[src/rtl/nts_engine_ctrl.sv]
// Packet-sequencing controller for one NTS engine: chains NUM_STAGES start/done/error stages with a watchdog.
// Optional statistics counters are built when NTS_ENGINE_CTRL_STATS_EN is defined.
module nts_engine_ctrl #(
    parameter int unsigned NUM_STAGES     = 4,
    parameter int unsigned TIMEOUT_CYCLES = 1000,
    parameter int unsigned STAT_WIDTH     = 32
) (
    input  logic                  i_clk,
    input  logic                  i_reset_n,
    input  logic                  i_packet_available,
    input  logic                  i_fifo_empty,
    input  logic                  i_rx_overflow,
    output logic                  o_clear,
    output logic                  o_busy,
    output logic [NUM_STAGES-1:0] o_stage_start,
    input  logic [NUM_STAGES-1:0] i_stage_done,
    input  logic [NUM_STAGES-1:0] i_stage_error,
    output logic                  o_packet_discard,
    output logic [2:0]            o_error_code,
    output logic [2:0]            o_error_stage,
    input  logic [1:0]            i_stat_addr,
    output logic [STAT_WIDTH-1:0] o_stat_data
);

    localparam int unsigned IDXW = (NUM_STAGES > 1) ? $clog2(NUM_STAGES) : 1;
    localparam int unsigned WDW  = $clog2(TIMEOUT_CYCLES);
    localparam logic [IDXW-1:0] IDX_LAST = IDXW'(NUM_STAGES - 1);
    localparam logic [WDW-1:0]  WD_LAST  = WDW'(TIMEOUT_CYCLES - 1);

    localparam logic [2:0] CODE_BAD      = 3'd1;
    localparam logic [2:0] CODE_OVERFLOW = 3'd2;
    localparam logic [2:0] CODE_TIMEOUT  = 3'd3;

    typedef enum logic [2:0] {
        S_RESET,
        S_EMPTY,
        S_COPY,
        S_STAGE,
        S_DONE,
        S_ERR
    } state_t;

    state_t                state_q;
    logic [IDXW-1:0]       idx_q;
    logic [WDW-1:0]        wd_q;
    logic                  first_q;
    logic                  clear_q;
    logic                  busy_q;
    logic [NUM_STAGES-1:0] start_q;
    logic                  discard_q;
    logic [2:0]            code_q;
    logic [2:0]            estage_q;

    logic [IDXW-1:0] idx_inc;
    logic            cur_done;
    logic            cur_error;

    assign idx_inc   = idx_q + 1'b1;
    assign cur_done  = i_stage_done[idx_q];
    assign cur_error = i_stage_error[idx_q];

    always_ff @(posedge i_clk) begin
        if (!i_reset_n) begin
            state_q   <= S_RESET;
            idx_q     <= '0;
            wd_q      <= '0;
            first_q   <= 1'b0;
            clear_q   <= 1'b0;
            busy_q    <= 1'b0;
            start_q   <= '0;
            discard_q <= 1'b0;
            code_q    <= '0;
            estage_q  <= '0;
        end else begin
            clear_q   <= 1'b0;
            start_q   <= '0;
            discard_q <= 1'b0;
            case (state_q)
                S_RESET: begin
                    clear_q <= 1'b1;
                    wd_q    <= '0;
                    idx_q   <= '0;
                    first_q <= 1'b0;
                    state_q <= S_EMPTY;
                end
                S_EMPTY: begin
                    if (i_packet_available && !i_fifo_empty) begin
                        busy_q   <= 1'b1;
                        code_q   <= '0;
                        estage_q <= '0;
                        state_q  <= S_COPY;
                    end
                end
                S_COPY: begin
                    if (i_rx_overflow) begin
                        code_q    <= CODE_OVERFLOW;
                        discard_q <= 1'b1;
                        state_q   <= S_ERR;
                    end else if (i_fifo_empty) begin
                        idx_q   <= '0;
                        wd_q    <= '0;
                        first_q <= 1'b1;
                        start_q <= NUM_STAGES'(1);
                        state_q <= S_STAGE;
                    end
                end
                S_STAGE: begin
                    first_q <= 1'b0;
                    // Handshake inputs are ignored in the cycle the start pulse is out.
                    if (!first_q && cur_error) begin
                        code_q    <= CODE_BAD;
                        estage_q  <= 3'(idx_q);
                        discard_q <= 1'b1;
                        state_q   <= S_ERR;
                    end else if (!first_q && cur_done) begin
                        if (idx_q == IDX_LAST) begin
                            discard_q <= 1'b1;
                            state_q   <= S_DONE;
                        end else begin
                            idx_q   <= idx_inc;
                            wd_q    <= '0;
                            first_q <= 1'b1;
                            start_q <= NUM_STAGES'(1) << idx_inc;
                        end
                    end else if (wd_q == WD_LAST) begin
                        code_q    <= CODE_TIMEOUT;
                        estage_q  <= 3'(idx_q);
                        discard_q <= 1'b1;
                        state_q   <= S_ERR;
                    end else begin
                        wd_q <= wd_q + 1'b1;
                    end
                end
                S_DONE, S_ERR: begin
                    busy_q  <= 1'b0;
                    state_q <= S_RESET;
                end
                default: begin
                    code_q    <= CODE_BAD;
                    discard_q <= 1'b1;
                    state_q   <= S_ERR;
                end
            endcase
        end
    end

    assign o_clear          = clear_q;
    assign o_busy           = busy_q;
    assign o_stage_start    = start_q;
    assign o_packet_discard = discard_q;
    assign o_error_code     = code_q;
    assign o_error_stage    = estage_q;

`ifdef NTS_ENGINE_CTRL_STATS_EN
    logic [STAT_WIDTH-1:0] cnt_q [4];
    logic [STAT_WIDTH-1:0] stat_q;

    // Counters advance in the discard cycle, indexed by the final error code.
    always_ff @(posedge i_clk) begin
        if (!i_reset_n) begin
            for (int unsigned i = 0; i < 4; i++) begin
                cnt_q[i] <= '0;
            end
            stat_q <= '0;
        end else begin
            if (state_q == S_DONE || state_q == S_ERR) begin
                cnt_q[code_q[1:0]] <= cnt_q[code_q[1:0]] + 1'b1;
            end
            stat_q <= cnt_q[i_stat_addr];
        end
    end

    assign o_stat_data = stat_q;
`else
    logic unused_stat_addr;
    assign unused_stat_addr = ^i_stat_addr;
    assign o_stat_data      = '0;
`endif

endmodule

[config.mk]
export PLATFORM = sky130hd
export DESIGN_NAME = nts_engine_ctrl
export DESIGN_NICKNAME = d
export VERILOG_FILES = /design/src/rtl/nts_engine_ctrl.sv
export SDC_FILE = /design/constraint.sdc
export NUM_CORES = 1
export LEC_CHECK = 0
export CORE_UTILIZATION = 39
export DETAILED_ROUTE_END_ITERATION = 8
export PLACE_DENSITY = 0.77
export SYNTH_ARGS = -nofsm -noshare
export SYNTH_HDL_FRONTEND = slang
export SYNTH_SLANG_ARGS = --single-unit
[constraint.sdc]
create_clock -name i_clk -period 2.7 [get_ports i_clk]
set_input_delay 0.54 -clock i_clk [delete_from_list [all_inputs] [get_ports i_clk]]
set_output_delay 0.54 -clock i_clk [all_outputs]
set_load 0.02 [all_outputs]
**Word level (Yosys, flattened, before mapping)**

Index checks and enable logic that the tools add are counted.

- Output and inout port bits: 45
- Logic and storage cells: 111
- Input port bits: 15
- Flip-flop bits (word level): 29

- Magnitude comparators: 1
- Mux-type cells: 56
- Bitwise gates (word level): 1
- Shift-type cells: 1
- Eq/ne operators: 21
- $add $sub $neg: 2
- Reductions and logical operators: 19

Operators by type and width:

| operator | count |
|---|---|
| $mux W10 | 6 |
| $mux W3 | 15 |
| $pmux W10 S3 | 1 |
| $mux W1 | 16 |
| $ne A3 B3 Y1 const B | 5 |
| $pmux W3 S5 | 1 |
| $ne A2 B2 Y1 const B | 7 |
| $mux W4 | 3 |
| $pmux W3 S4 | 1 |
| $reduce_and A6 Y1 | 2 |
| $add A10 B1 Y10 const B | 1 |
| $eq A10 B10 Y1 const B | 1 |
| $mux W2 | 5 |
| $ne A4 B4 Y1 const B | 2 |
| $pmux W4 S2 | 1 |
| $reduce_and A4 Y1 | 2 |
| $eq A3 B2 Y1 const B | 2 |
| $eq A3 B3 Y1 const B | 2 |
| $pmux W1 S3 | 2 |
| $pmux W2 S3 | 1 |
| $pmux W3 S2 | 1 |
| $reduce_and A5 Y1 | 1 |
| $bmux W1 S2 | 2 |
| $reduce_bool A2 Y1 | 2 |
| 16 further kinds | 19 |

**Depth between registers and ports, before layout**

- Word-level depth: 6
- Mapped depth: 7
- Gate-level depth less buffers: 6

**Worst setup path before layout**

OpenSTA, ideal clock, no wires.

- Path type: register to register
- Start point: register idx_q[0]
- End point: register state_q[1]
- Required time: 2605 ps
- Cell stages (with the launch flop): 7
- Data arrival time: 1943 ps
- Path buffers: 1
- Slack: 662 ps
- Period minus slack after synthesis: 2038 ps
- Library setup time: 95 ps
- Cells stage by stage: dfxtp_1 -> buf_6 -> mux2_4 -> a22oi_4 -> mux2_2 -> or2_1 -> a221oi_1

- Cells in the longest elaborated chain, start to end: 6
- Elaborated cells on any way between the ends: 13
- Classes of those cells: 3 x eq/ne; 7 x mux; 3 x reduce/logical

RTL lines:

| what | line | source |
|---|---|---|
| from (decl) | 44 | `logic [IDXW-1:0] idx_q;` |
| from (signal assigned) | 120 | `idx_q <= idx_inc;` |
| $bmux W1 S2 | 59 | `assign cur_done = i_stage_done[idx_q];` |
| $mux W1 (implied by the code) | 59 |  |
| $logic_and A1 B1 Y1 | 115 | `end else if (!first_q && cur_done) begin` |
| $mux W3 | 115 |  |
| $mux W3 | 110 | `if (!first_q && cur_error) begin` |
| $pmux W3 S5 | 78 | `case (state_q)` |
| to (signal assigned) | 84 | `state_q <= S_EMPTY;` |
| to (signal assigned) | 114 | `state_q <= S_ERR;` |
| to (signal assigned) | 118 | `state_q <= S_DONE;` |
| to (decl) | 43 | `state_t state_q;` |

Several ways; a longest one is shown, not always the timed one. The select of a mux whose other input is x is not followed.
A chain may end at the register's enable or synchronous reset.

**Worst setup path in the final report**

Same ends and word-level chain as after synthesis.

==> summary.txt <==
Route
  • Residual DRC: 0
  • Avg WL per Cell: between 10 and 15 um
  • First DRT Iteration DRCs: 113
  • Wirelength, routed: between 3 and 4 mm
  • Antenna Nets Post-Route: 0
  • Vias post-DR: about 1,500
  • Drt pass-1 iters: 4
  • Routed vias/inst: between 5 and 6

Worst setup path
  • WS Path Type: reg -> reg
  • Crit-path leading delay family: multiplexers
  • Worst endpoint required time: between 2 and 3 ns
  • Critical Path Sink Type: register
  • CP Depth: 5
  • Slowest stage delay, CP: ~0.61 ns
  • R2R cell count: 5
  • Crit start category: register
  • Crit path cell chain: mux2_4 -> a22oi_4 -> mux2_2 -> or2_1 -> a221oi_1
  • Slowest cell on crit path: dfxtp_1
  • CP max FO: 10
  • Worst Path Buf+Inv: 0
  • Arrival @ worst endpoint: 2.51 ns

Pwr
  • Worst IR Drop VDD: between 0.00015 and 0.0002 V
  • Sw Share: 0.3240
  • Switching power: approximately 290 uW
  • Sequential share of power: 0.487
  • Combinational group share of total power: 0.242
  • Power density over the cells: ~430 nW/um^2
  • Pleak: between 0.0008 and 0.0009 uW
  • Power Internal: 596.8 uW
  • Clk pwr share: 0.271

Clocking
  • CTS Hold Buffers Added: 0
  • Num CTS Buffers: 3
  • CTS tree: yes
  • Total setup buffers inserted after CTS: 0
  • Longest Clk Path Bufs: 2
  • Cts repair resizes: 0
  • Clock latency on the worst-skew pair: roughly 0.28 ns
  • Worst-path clk slew: roughly 0.10 ns
  • H-Tree Depth: 1
  • Clk sinks: 27
  • Root buf cell: clkbuf_8

Timing
  • Final hold violations: 0
  • RSZ-0062 raised after global routing: false
  • Achievable frequency: 431.0 MHz
  • Crit share post-route: 0.8593
  • Fin crit period: 2.320 ns
  • Fin. max-slew vios: 0
  • # setup viols final: 0
  • Max-Slew Margin vs Limit: 0.6397
  • Least-Margin Pin Slew: about 0.54 ns
  • Setup TNS: 0 ns
  • Layout Skew: just under 0.004 ns

Synthesis
  • Mapped Area: roughly 1800 um^2
  • Top_reg_cell synth: dfxtp_1
  • Yosys reg bits: 27
  • Avg Inst Size Synth: between 8 and 9 um^2
  • Synth Instances: 210
  • Yosys cell types: 52
  • Post-synth EDFFs: 0
  • Warning count from the yosys run: 0
  • Register area share after synthesis: 0.2971
  • Fraction of registers with async set/reset: 0

Die
  • # IOs: 60
  • Initial Utilization: 0.4121
  • Row count: 24
  • Chip height: around 70 um
  • Die W: 70.30 um
  • CORE AREA: approximately 4400 um^2
  • DIE AREA: roughly 4900 um^2

Final layout
  • Area of the multi-input gates: between 1000 and 1500 um^2
  • Ant. Diodes: 0
  • Layout cells sized above 1: 0.1021
  • Reg area: about 540 um^2
  • Synth-to-layout area growth: 11.69%
  • Most frequent cells in the layout: conb_1, dfxtp_1, clkdlybuf4s50_1
  • Cell Count, Final, Fillers Out: 287
  • Finished Cell Area: 2032 um^2
  • Nets@finish: 257
  • Commonest non-fill, non-tap cell in the layout: conb_1
  • Fill count: ~430

Placed design
  • Hpwl dp: about 2.7 mm
  • Placed cells: ~280
  • Port bufs: 23
  • Placed instance area: 1986 um^2
  • Routability Congestion: 0.8428

GRT
  • Overflow after GRT: 0
  • Vias in the first global route: around 1,300
  • Gr usage total: 0.1515
  • First-pass GRT wire length: about 6.1 mm
  • Largest net degree at the start of global routing: 16
  • Initial antenna violation count: 0

Outcome
  • Status: completed

Min path
  • Hold/Removal Path Class: reg -> reg
  • Hold path cells: 2

Run
  • Max cap viols: 0
-- stage by stage --
| stage | worst slack (ns) | util | hold slack, ns | power, uW |
|---|---|---|---|---|
| 6_report | 0.3800 | 0.4603 | 0.4716 | 882.8 |
| 3_3_place_gp | 0.1597 | 0.4498 | 0.4506 | 646.3 |
| 3_5_place_dp | 0.1389 | 0.4498 | 0.4565 | 649.9 |
| 5_1_grt | 0.2518 | 0.4603 | 0.5301 | 917.1 |
| 4_1_cts | 0.4066 | 0.4603 | 0.4776 | 884.6 |
| 2_1_floorplan | 0.6619 | - | 0.4608 | 621.7 |
-- cells in the mapped netlist (2+ instances only) --
cell	number	area, um^2
mux2_4	2	30.03
nor4_1	2	12.51
and3_1	2	12.51
a221oi_1	2	17.52
dfxtp_1	27	540.5
o221a_2	2	22.52
clkbuf_1	3	11.26
o211ai_1	4	30.03
mux2i_1	3	30.03
nor2b_1	3	18.77
nand4_1	5	31.28
a21o_1	5	37.54
o21ai_0	12	60.06
o311ai_0	2	17.52
nor3_1	2	10.01
buf_4	34	255.2
nand3_1	9	45.04
nor2_1	10	37.54
ha_1	6	75.07
nand2b_1	5	31.28
a21oi_1	8	40.04
or3_1	2	12.51
and2_1	7	43.79
o31ai_1	5	37.54
inv_1	9	33.78
nand2_1	12	45.04
or2_2	2	12.51
-- registers in the layout, indices dropped and copies added (netlist names) --
| signal | cells |
|---|---|
| first_q | 1 |
| idx_q | 2 |
| o_busy | 1 |
| o_clear | 1 |
| o_error_code | 2 |
| o_error_stage | 2 |
| o_packet_discard | 1 |
| o_stage_start | 4 |
| state_q | 3 |
| wd_q | 10 |
-- cell families (layout without fill, tap and decap cells) --
logic type | count (synthesis) | in the layout | share of synthesized area
buffers and inverters | 49 | 41 | 0.1761
AND/OR/NAND/NOR | 70 | 70 | 0.2228
other | 1 | 34 | 0.002061
multiplexers | 7 | 7 | 0.05158
flip-flops | 27 | 27 | 0.2971
AO/OA/AOI/OAI | 50 | 50 | 0.2091
adder cells (fa/ha/maj) | 6 | 6 | 0.04126
-- per-layer routing --
layer / vias up / routed length, um / GRT usage
met5: - / 0 / 0
met4: 0 / 55 / 0.06667
met3: 5 / 265 / 0.02597
met2: 63 / 1768 / 0.2540
met1: 708 / 1607 / 0.1885
li1: 733 / - / -
-- final timing paths --
| path | startpoint | to | slack [ns] |
|---|---|---|---|
| worst max-delay path | idx_q[0] | state_q[1] | 0.38 |
| worst min-delay path | o_error_code[0] | o_error_code[0] | 0.47 |
| worst max register to register | idx_q[0] | state_q[1] | 0.38 |
| worst min register to register | o_error_code[0] | o_error_code[0] | 0.47 |
-- cell type report --
| class | count | share of cell area |
|---|---|---|
| tap | 52 | 0.03202 |
| sequential | 27 | 0.2660 |
| timing repair buffer | 27 | 0.1281 |
| inverter | 10 | 0.01847 |
| clock inverter | 1 | 0.002463 |
| multi-input combinational | 167 | 0.5326 |
| clock buffer | 3 | 0.02032 |
-- worst reg2reg max path: cells and delay by family, from the launching register on --
| family | cells | cell delay [ns] |
|---|---|---|
| AND/OR/NAND/NOR | 1 | 0.26 |
| AO/OA/AOI/OAI | 2 | 0.56 |
| multiplexers | 2 | 0.80 |
| flip-flops | 1 | 0.61 |
-- power by group through the flow --
stage                     clock, uW  sequential, uW  combinational, uW
final                           239             430                214
after global routing            253             432                232
after CTS                       243             430                212
after detailed placement          0             439                211
after global placement            0             439                207
after floorplan                   0             439                183
Power figures use the tool's default switching activity.
